### src/rtl/mux8_rr_arbiter_if.sv
// Request/grant bundle between eight requesters and the shared 8-to-1 mux arbiter.
// The arbiter side uses the slave modport; the requester side uses master.
interface mux8_rr_arbiter_if;
    logic [7:0] req;
    logic [7:0] gnt;
    logic [2:0] sel;
    logic       valid;

    modport master (
        output req,
        input  gnt,
        input  sel,
        input  valid
    );

    modport slave (
        input  req,
        output gnt,
        output sel,
        output valid
    );
endinterface

### src/rtl/mux8_rr_arbiter.sv
// Round-robin arbiter owning the select {c,b,a} of an 8-to-1 mux; grants are
// bounded by MAX_HOLD and separated by a one-cycle bubble.
module mux8_rr_arbiter #(
    parameter int unsigned MAX_HOLD = 16
) (
    input  logic               clk,
    input  logic               rst_n,
    mux8_rr_arbiter_if.slave   bus
);

    localparam logic [0:0] IDLE  = 1'b0;
    localparam logic [0:0] GRANT = 1'b1;

    localparam logic [7:0] MAX_HOLD_C = MAX_HOLD[7:0];

    logic [0:0] state_r;
    logic [2:0] ptr_r;
    logic [2:0] owner_r;
    logic [7:0] hold_cnt_r;
    logic [7:0] gnt_r;
    logic [2:0] sel_r;
    logic       valid_r;

    logic [7:0] rot_s;
    logic [2:0] win_s;

    // Lowest set bit of a vector; only meaningful when the vector is non-zero.
    function automatic logic [2:0] first_set(input logic [7:0] v);
        logic [2:0] idx;
        idx = 3'd0;
        for (int i = 7; i >= 0; i--) begin
            if (v[i]) begin
                idx = 3'(i);
            end else begin
                idx = idx;
            end
        end
        return idx;
    endfunction

    // Rotate requests so ptr_r is bit 0, then map the first hit back to an absolute index.
    always_comb begin
        rot_s = 8'h00;
        for (int i = 0; i < 8; i++) begin
            rot_s[i] = bus.req[ptr_r + 3'(i)];
        end
        win_s = ptr_r + first_set(rot_s);
    end

    // Arbitration FSM; all outputs are flops, sel keeps the last owner while idle.
    always_ff @(posedge clk) begin
        if (!rst_n) begin
            state_r    <= IDLE;
            ptr_r      <= 3'd0;
            owner_r    <= 3'd0;
            hold_cnt_r <= 8'd0;
            gnt_r      <= 8'h00;
            sel_r      <= 3'd0;
            valid_r    <= 1'b0;
        end else begin
            case (state_r)
                IDLE: begin
                    if (|bus.req) begin
                        owner_r    <= win_s;
                        gnt_r      <= 8'd1 << win_s;
                        sel_r      <= win_s;
                        valid_r    <= 1'b1;
                        hold_cnt_r <= 8'd1;
                        state_r    <= GRANT;
                    end else begin
                        gnt_r   <= 8'h00;
                        valid_r <= 1'b0;
                    end
                end
                GRANT: begin
                    if (bus.req[owner_r] && (hold_cnt_r < MAX_HOLD_C)) begin
                        hold_cnt_r <= hold_cnt_r + 8'd1;
                    end else begin
                        // Voluntary release or timeout: old owner drops to lowest priority.
                        gnt_r      <= 8'h00;
                        valid_r    <= 1'b0;
                        ptr_r      <= owner_r + 3'd1;
                        hold_cnt_r <= 8'd0;
                        state_r    <= IDLE;
                    end
                end
                default: begin
                    gnt_r      <= 8'h00;
                    valid_r    <= 1'b0;
                    hold_cnt_r <= 8'd0;
                    state_r    <= IDLE;
                end
            endcase
        end
    end

    assign bus.gnt   = gnt_r;
    assign bus.sel   = sel_r;
    assign bus.valid = valid_r;

endmodule

### src/flat_wrapper.sv
// flat-port wrapper written by rule: the top's interface ports become plain ports
module mux8_rr_arbiter_flat 
#(
    parameter int unsigned MAX_HOLD = 16
)
  (clk, rst_n, bus_req, bus_gnt, bus_sel, bus_valid);
  mux8_rr_arbiter_if bus_i ();
  input  logic clk;
  input  logic rst_n;
  input wire logic [$bits(bus_i.req)-1:0] bus_req;
  output wire logic [$bits(bus_i.gnt)-1:0] bus_gnt;
  output wire logic [$bits(bus_i.sel)-1:0] bus_sel;
  output wire logic [$bits(bus_i.valid)-1:0] bus_valid;
  assign bus_i.req = bus_req;
  assign bus_gnt = bus_i.gnt;
  assign bus_sel = bus_i.sel;
  assign bus_valid = bus_i.valid;
  mux8_rr_arbiter #(.MAX_HOLD(MAX_HOLD)) u_core (.clk(clk), .rst_n(rst_n), .bus(bus_i));
endmodule
### config.mk
export PLATFORM = sky130hd
export DESIGN_NAME = mux8_rr_arbiter_flat
export DESIGN_NICKNAME = d
export VERILOG_FILES = /design/src/rtl/mux8_rr_arbiter_if.sv /design/src/rtl/mux8_rr_arbiter.sv /design/src/flat_wrapper.sv
export SDC_FILE = /design/constraint.sdc
export NUM_CORES = 1
export LEC_CHECK = 0
export CORE_ASPECT_RATIO = 0.7
export CORE_MARGIN = 2
export CORE_UTILIZATION = 55
export DETAILED_ROUTE_END_ITERATION = 8
export PLACE_DENSITY = 0.79
export SLEW_MARGIN = 0
export SYNTH_ARGS = -nofsm -noshare
export SYNTH_HDL_FRONTEND = slang
export SYNTH_SLANG_ARGS = --single-unit
export TNS_END_PERCENT = 50
### constraint.sdc
create_clock -name clk -period 4.4 [get_ports clk]
set_input_delay 0.88 -clock clk [delete_from_list [all_inputs] [get_ports clk]]
set_output_delay 0.88 -clock clk [all_outputs]
set_load 0.01 [all_outputs]
==> key figures, run 1 <==
Floorplanning
  • I/O pins: 22
  • Row count: 17
  • Core area: 3127 um2
  • Initial core utilization: 0.5710
  • Die Width: roughly 72 um
  • Die Y: between 50 and 60 um
  • Full die area: around 3700 um2

Clocking
  • CTS Buf Count: 3
  • Post-CTS setup buffer count: 0
  • H-tree Lvls: 1
  • Worst-skew pair later-pin latency: roughly 0.27 ns
  • Clk buf depth: 2
  • CTS tree: built
  • Clock root buffer: clkbuf_8
  • Clk sinks: 24
  • CTS-repair resized insts: 0
  • Worst-path clk slew: 0.09 ns
  • Hold-fix buffers at CTS: 0

Pwr
  • Switching Share: 0.3804
  • Net Switching: between 400 and 500 uW
  • Clock group share of total power: 0.180
  • Peak VDD IR: between 200 and 300 uV
  • Pwr/cell area: between 500 and 600 nW/um2
  • Leak Pwr: 0.0007694 uW
  • Logic gate share of total power: 0.551
  • Sequential Power Share: 0.269
  • Cell Int Power: around 670 uW

GRT
  • Initial antenna violation count: 0
  • GRT overflow: 0
  • Tot GR Track Use: 0.2418
  • Global-route wire length before repair: between 7000 and 8000 um
  • Number of global-route vias before repair: around 1600
  • Largest net degree at the start of global routing: 16

STA
  • RSZ-0062 raised after global routing: no
  • Final Skew: ~0.0083 ns
  • Final min period: roughly 4.1 ns
  • Max Fclk: 241.4 MHz
  • Final hold vios: 0
  • Count of pins over their slew limit: 0
  • Slew Limit Headroom: 0.5128
  • Setup_tns: 0 ns
  • Final period util: 0.9413
  • Final setup fails: 0
  • Measured slew at the worst slew-check pin: between 0.7 and 0.8 ns

Yosys
  • Share of Yosys cell area claimed by the top area cell type: 0.2691
  • FFs w/ async S/R, synth: 0
  • Distinct cells, synth: 49
  • Synth Warn #: 0
  • Ys flop type: dfxtp_1
  • Register bit total from synthesis: 24
  • Synth Cell Area: roughly 1800 um2
  • Register area share after synthesis: 0.2691
  • EDFF count, synth: 0
  • Biggest area consumer among synthesized cells: dfxtp_1
  • Syn_area_per_cell: between 9 and 10 um2
  • Area contributors post-synth: dfxtp_1 (27%), mux4_2 (15%), nand3_1 (4.8%)
  • Gate Count Post-Synth: roughly 180
  • Syn_nets: 200

Drt
  • Vias/cell: approximately 6.3
  • WL per Instance: 16.80 um
  • Initial DRC count: 107
  • DRT Wirelength: ~4100 um
  • # DRC: 0
  • Post-route ant nets: 0
  • DRT Pass-1 Iters: 4
  • Vias post-DR: around 1600

Finish
  • Share of post-route cells with drive strength above 1: 0.1981
  • N_diodes: 0
  • Finished Core Util: 0.6783
  • Area delta synth->final: 18.78%
  • Final nets: roughly 220

Worst setup path
  • Crit. End Element: flip-flop
  • Startpoint class of the critical path: primary input
  • CP max FO: 7
  • CP arrival: 4.36 ns
  • WP data required: around 4.6 ns
  • Setup CP Type: primary input to flip-flop

Placement
  • Gp weighted congestion: between 0.8 and 0.9
  • IO buf count: 21
  • Hpwl dp: 3062 um

Min path
  • Hold crit path type: flip-flop to flip-flop

Outcome
  • Status: complete, no violations

Job
  • Max cap viols: 0
-- power groups by stage --
stage	sequential (uW)	combinational [uW]	clock, uW
floorplan	295	415	0
global placement	289	561	0
detailed placement	293	584	0
CTS	288	590	196
global route	293	644	206
finish	289	591	194
-- worst paths after layout --
path / cells after the start / slack (ns) / start / endpoint
max reg2reg: 11 / 0.54 / u_core.ptr_r[1] / u_core.bus.gnt[2]
max: 14 / 0.26 / bus_req[4] / u_core.bus.gnt[2]
min: 2 / 0.48 / u_core.bus.gnt[5] / u_core.bus.gnt[5]
min reg2reg: 2 / 0.48 / u_core.bus.gnt[5] / u_core.bus.gnt[5]
-- final cells by class --
cell class | count | area (um2)
fillers | 232 | 1006
inverters | 3 | 11.26
well taps | 38 | 47.55
clock inverters | 1 | 30.03
flip-flops and latches | 24 | 480.5
multi-input cells | 149 | 1255
repair buffers | 27 | 255.2
clock buffers | 3 | 41.29
-- per-stage QoR --
step	total power [uW]	instances	setup slack, ns	hold WS [ns]	cell area (um2)
global placement	850.9	241	0.1109	0.4428	2049
global route	1144	245	0.01364	0.5097	2121
CTS	1073	245	0.2851	0.4842	2121
floorplan	709.8	184	0.4231	0.4288	1785
finish	1074	245	0.2582	0.4805	2121
detailed placement	876.6	241	0.00009770	0.4542	2049
-- cells in the mapped netlist (4+ instances only) --
library cell,number
clkbuf_1,4
dfxtp_1,24
ha_1,5
mux2_2,4
mux2_4,4
mux2i_1,5
mux4_2,12
nand2_1,12
nand3_1,17
nor2_1,19
nor2b_1,7
o21ai_1,10
xor2_1,6
-- critical path: stages --
cell             delay [ns]
clkdlybuf4s50_1        0.54
mux4_2                 0.53
mux2_2                 0.29
nor2b_1                0.16
nor2_1                 0.06
o21ba_2                0.23
a2bb2oi_1              0.14
ha_1                   0.19
inv_1                  0.06
fa_1                   0.42
or4bb_1                0.51
nor2_1                 0.15
nand3_1                0.10
nand3_1                0.11
-- registers in the layout (all words and copies together), names as in the netlist --
signal and count:
u_core.bus.gnt 8, u_core.bus.valid 1, u_core.hold_cnt_r 8, u_core.owner_r 3, u_core.ptr_r 3, u_core.state_r 1
-- placed cells by master (no fill, tap or decap), types with 4 or more instances in the layout --
cell / Yosys / layout
xor2_1: 6 / 6
o21ai_1: 10 / 10
nor2_1: 19 / 19
buf_4: 0 / 6
ha_1: 5 / 5
mux2_2: 4 / 4
nor2b_1: 7 / 7
mux4_2: 12 / 12
dfxtp_1: 24 / 24
nand2_1: 12 / 12
mux2i_1: 5 / 5
nand3_1: 17 / 17
clkdlybuf4s50_1: 0 / 21
mux2_4: 4 / 4
-- cells by family after synthesis --
group,Yosys count,share of synthesized area
multiplexers,25,0.2383
flip-flops,24,0.2691
XOR/XNOR,9,0.04415
AO/OA/AOI/OAI,28,0.1128
AND/OR/NAND/NOR,81,0.2614
adder cells (fa/ha/maj),6,0.04625
buffers and inverters,11,0.02803
-- metal layers --
| metal | part of all wire | global-route usage | vias up |
|---|---|---|---|
| met3 | 0.048 | 0.03295 | 4 |
| met1 | 0.45 | 0.2994 | 760 |
| met2 | 0.49 | 0.4450 | 54 |
| met5 | 0 | 0 | - |
| met4 | 0.0070 | 0.06289 | 0 |
| li1 | - | - | 737 |
No activity file was read; power rests on OpenSTA's default activity.
==> run 2, diff against run 1 <==
CORE_UTILIZATION = 45   (was 55)
PLACE_DENSITY = unset   (was 0.79)
PLACE_DENSITY_LB_ADDON = 0.25   (was unset)
SKIP_LAST_GASP = 1   (was unset)
==> key figures, run 2 (synthesis results as in run 1) <==
Floorplanning
  • Full die area: about 4500 um2
  • I/O pins: 22
  • Die Width: 79.29 um
  • Core area: just under 4000 um2
  • Die Y: between 50 and 60 um
  • Initial core utilization: 0.4608
  • Row count: 19

GRT
  • Initial antenna violation count: 0
  • Largest net degree at the start of global routing: 16
  • Number of global-route vias before repair: around 1500
  • GRT overflow: 0
  • Global-route wire length before repair: 6906 um
  • Tot GR Track Use: 0.1943

Worst setup path
  • CP arrival: roughly 4.4 ns
  • RR Endpoint: u_core.bus.gnt[6]
  • CP max FO: 7
  • Internal reg-to-reg setup slack: approximately 0.5 ns
  • Startpoint class of the critical path: primary input
  • Crit. End Element: flip-flop
  • Path depth of the worst reg2reg path: 11
  • FF-to-FF Start: u_core.ptr_r[1]
  • WP data required: between 4 and 5 ns
  • Setup CP Type: primary input to flip-flop

STA
  • Final period util: 0.9492
  • Max Fclk: roughly 240 MHz
  • Final Skew: 0.001277 ns
  • Final setup fails: 0
  • Final min period: approximately 4.2 ns
  • RSZ-0062 raised after global routing: no
  • Measured slew at the worst slew-check pin: a little under 0.7 ns
  • Count of pins over their slew limit: 0
  • Slew Limit Headroom: 0.5518
  • Final hold vios: 0

Drt
  • # DRC: 0
  • DRT Pass-1 Iters: 5
  • Initial DRC count: 77
  • Vias/cell: between 5 and 6
  • Vias post-DR: between 1500 and 2000
  • WL per Instance: 16.09 um
  • Post-route ant nets: 0
  • DRT Wirelength: roughly 4200 um

Clocking
  • CTS Buf Count: 3
  • Worst-path clk slew: approximately 0.08 ns
  • Worst-skew pair later-pin latency: between 0.2 and 0.3 ns
  • Clk sinks: 24
  • Clk buf depth: 2
  • Hold-fix buffers at CTS: 0
  • CTS-repair resized insts: 0
  • Post-CTS setup buffer count: 0
  • CTS tree: built
  • H-tree Lvls: 1
  • Clock root buffer: clkbuf_8

Outcome
  • Status: complete, no violations

Finish
  • Reg area: between 400 and 500 um2
  • Final nets: roughly 220
  • Multi-input gate area: 1255 um2
  • N_diodes: 0
  • Fillers: around 350
  • Most frequent cells in the layout: dfxtp_1 (24), nor2_1 (19), clkdlybuf4s50_1 (18), nand3_1 (17)
  • Area delta synth->final: 19.27%
  • Design area: approximately 2100 um2
  • Finished Core Util: 0.5496
  • Most common cell after layout, fill and taps aside: dfxtp_1
  • Share of post-route cells with drive strength above 1: 0.1981

Pwr
  • Peak VDD IR: around 240 uV
  • Pwr/cell area: about 480 nW/um2
  • Leak Pwr: 0.0007899 uW

Placement
  • Hpwl dp: 3183 um
  • IO buf count: 21
  • Placement Cell Area: slightly above 2000 um2
  • Gp weighted congestion: about 0.88

Min path
  • Worst hold endpoint: u_core.bus.gnt[2]
  • Hold crit path type: flip-flop to flip-flop
  • Hold_sp: u_core.bus.gnt[2]
  • Hold depth: 2

Job
  • Max cap viols: 0
run 2: power by group:
group / total, uW / internal, uW / switching [uW]
Clock: 149 / 79.9 / 69.3
Sequential: 287 / 251 / 35.9
Combinational: 595 / 294 / 301
run 2: worst max-delay path, cell delays in order:
cell             delay (ns)
clkdlybuf4s50_1        0.52
mux4_2                 0.53
mux2_2                 0.31
nor2b_1                0.16
nor2_1                 0.06
o21ba_2                0.23
a2bb2oi_1              0.14
ha_1                   0.19
inv_1                  0.07
fa_1                   0.43
or4bb_1                0.52
nor2_1                 0.15
nand3_1                0.10
nand3_1                0.09
run 2: final cells by class:
type | instances | area share
Clock buffer | 4 | 0.02585
Inverter | 3 | 0.005288
Multi-Input combinational cell | 149 | 0.5893
Sequential cell | 24 | 0.2256
Tap cell | 52 | 0.03055
Timing Repair Buffer | 27 | 0.1234
run 2: through the flow:
stage | hold slack, ns | setup WS [ns] | total power, uW | std cells | setup TNS [ns]
2_1_floorplan | 0.4288 | 0.4231 | 709.8 | 184 | 0
3_3_place_gp | 0.4413 | 0.08897 | 861.1 | 255 | 0
3_5_place_dp | 0.4627 | -0.03095 | 881.8 | 255 | -0.05262
4_1_cts | 0.4798 | 0.2451 | 1036 | 259 | 0
5_1_grt | 0.5000 | 0.002507 | 1103 | 259 | 0
6_report | 0.4769 | 0.2235 | 1031 | 259 | 0
run 2: how the worst max path moves through the flow:
stage | startpoint | end | depth (start not counted)
floorplan | u_core.ptr_r[0] | u_core.bus.gnt[2] | 13
global placement | bus_req[0] | u_core.bus.gnt[2] | 14
detailed placement | bus_req[0] | u_core.bus.gnt[6] | 14
CTS | bus_req[0] | u_core.bus.gnt[6] | 14
global route | bus_req[6] | u_core.bus.gnt[6] | 14
finish | bus_req[0] | u_core.bus.gnt[6] | 14
run 2: routing by layer:
metal / vias up / global-route usage / part of all wire
met5: - / 0 / 0
met4: 0 / 0.07882 / 0.011
met3: 6 / 0.02412 / 0.047
met2: 43 / 0.3051 / 0.47
met1: 736 / 0.2717 / 0.48
li1: 735 / - / -
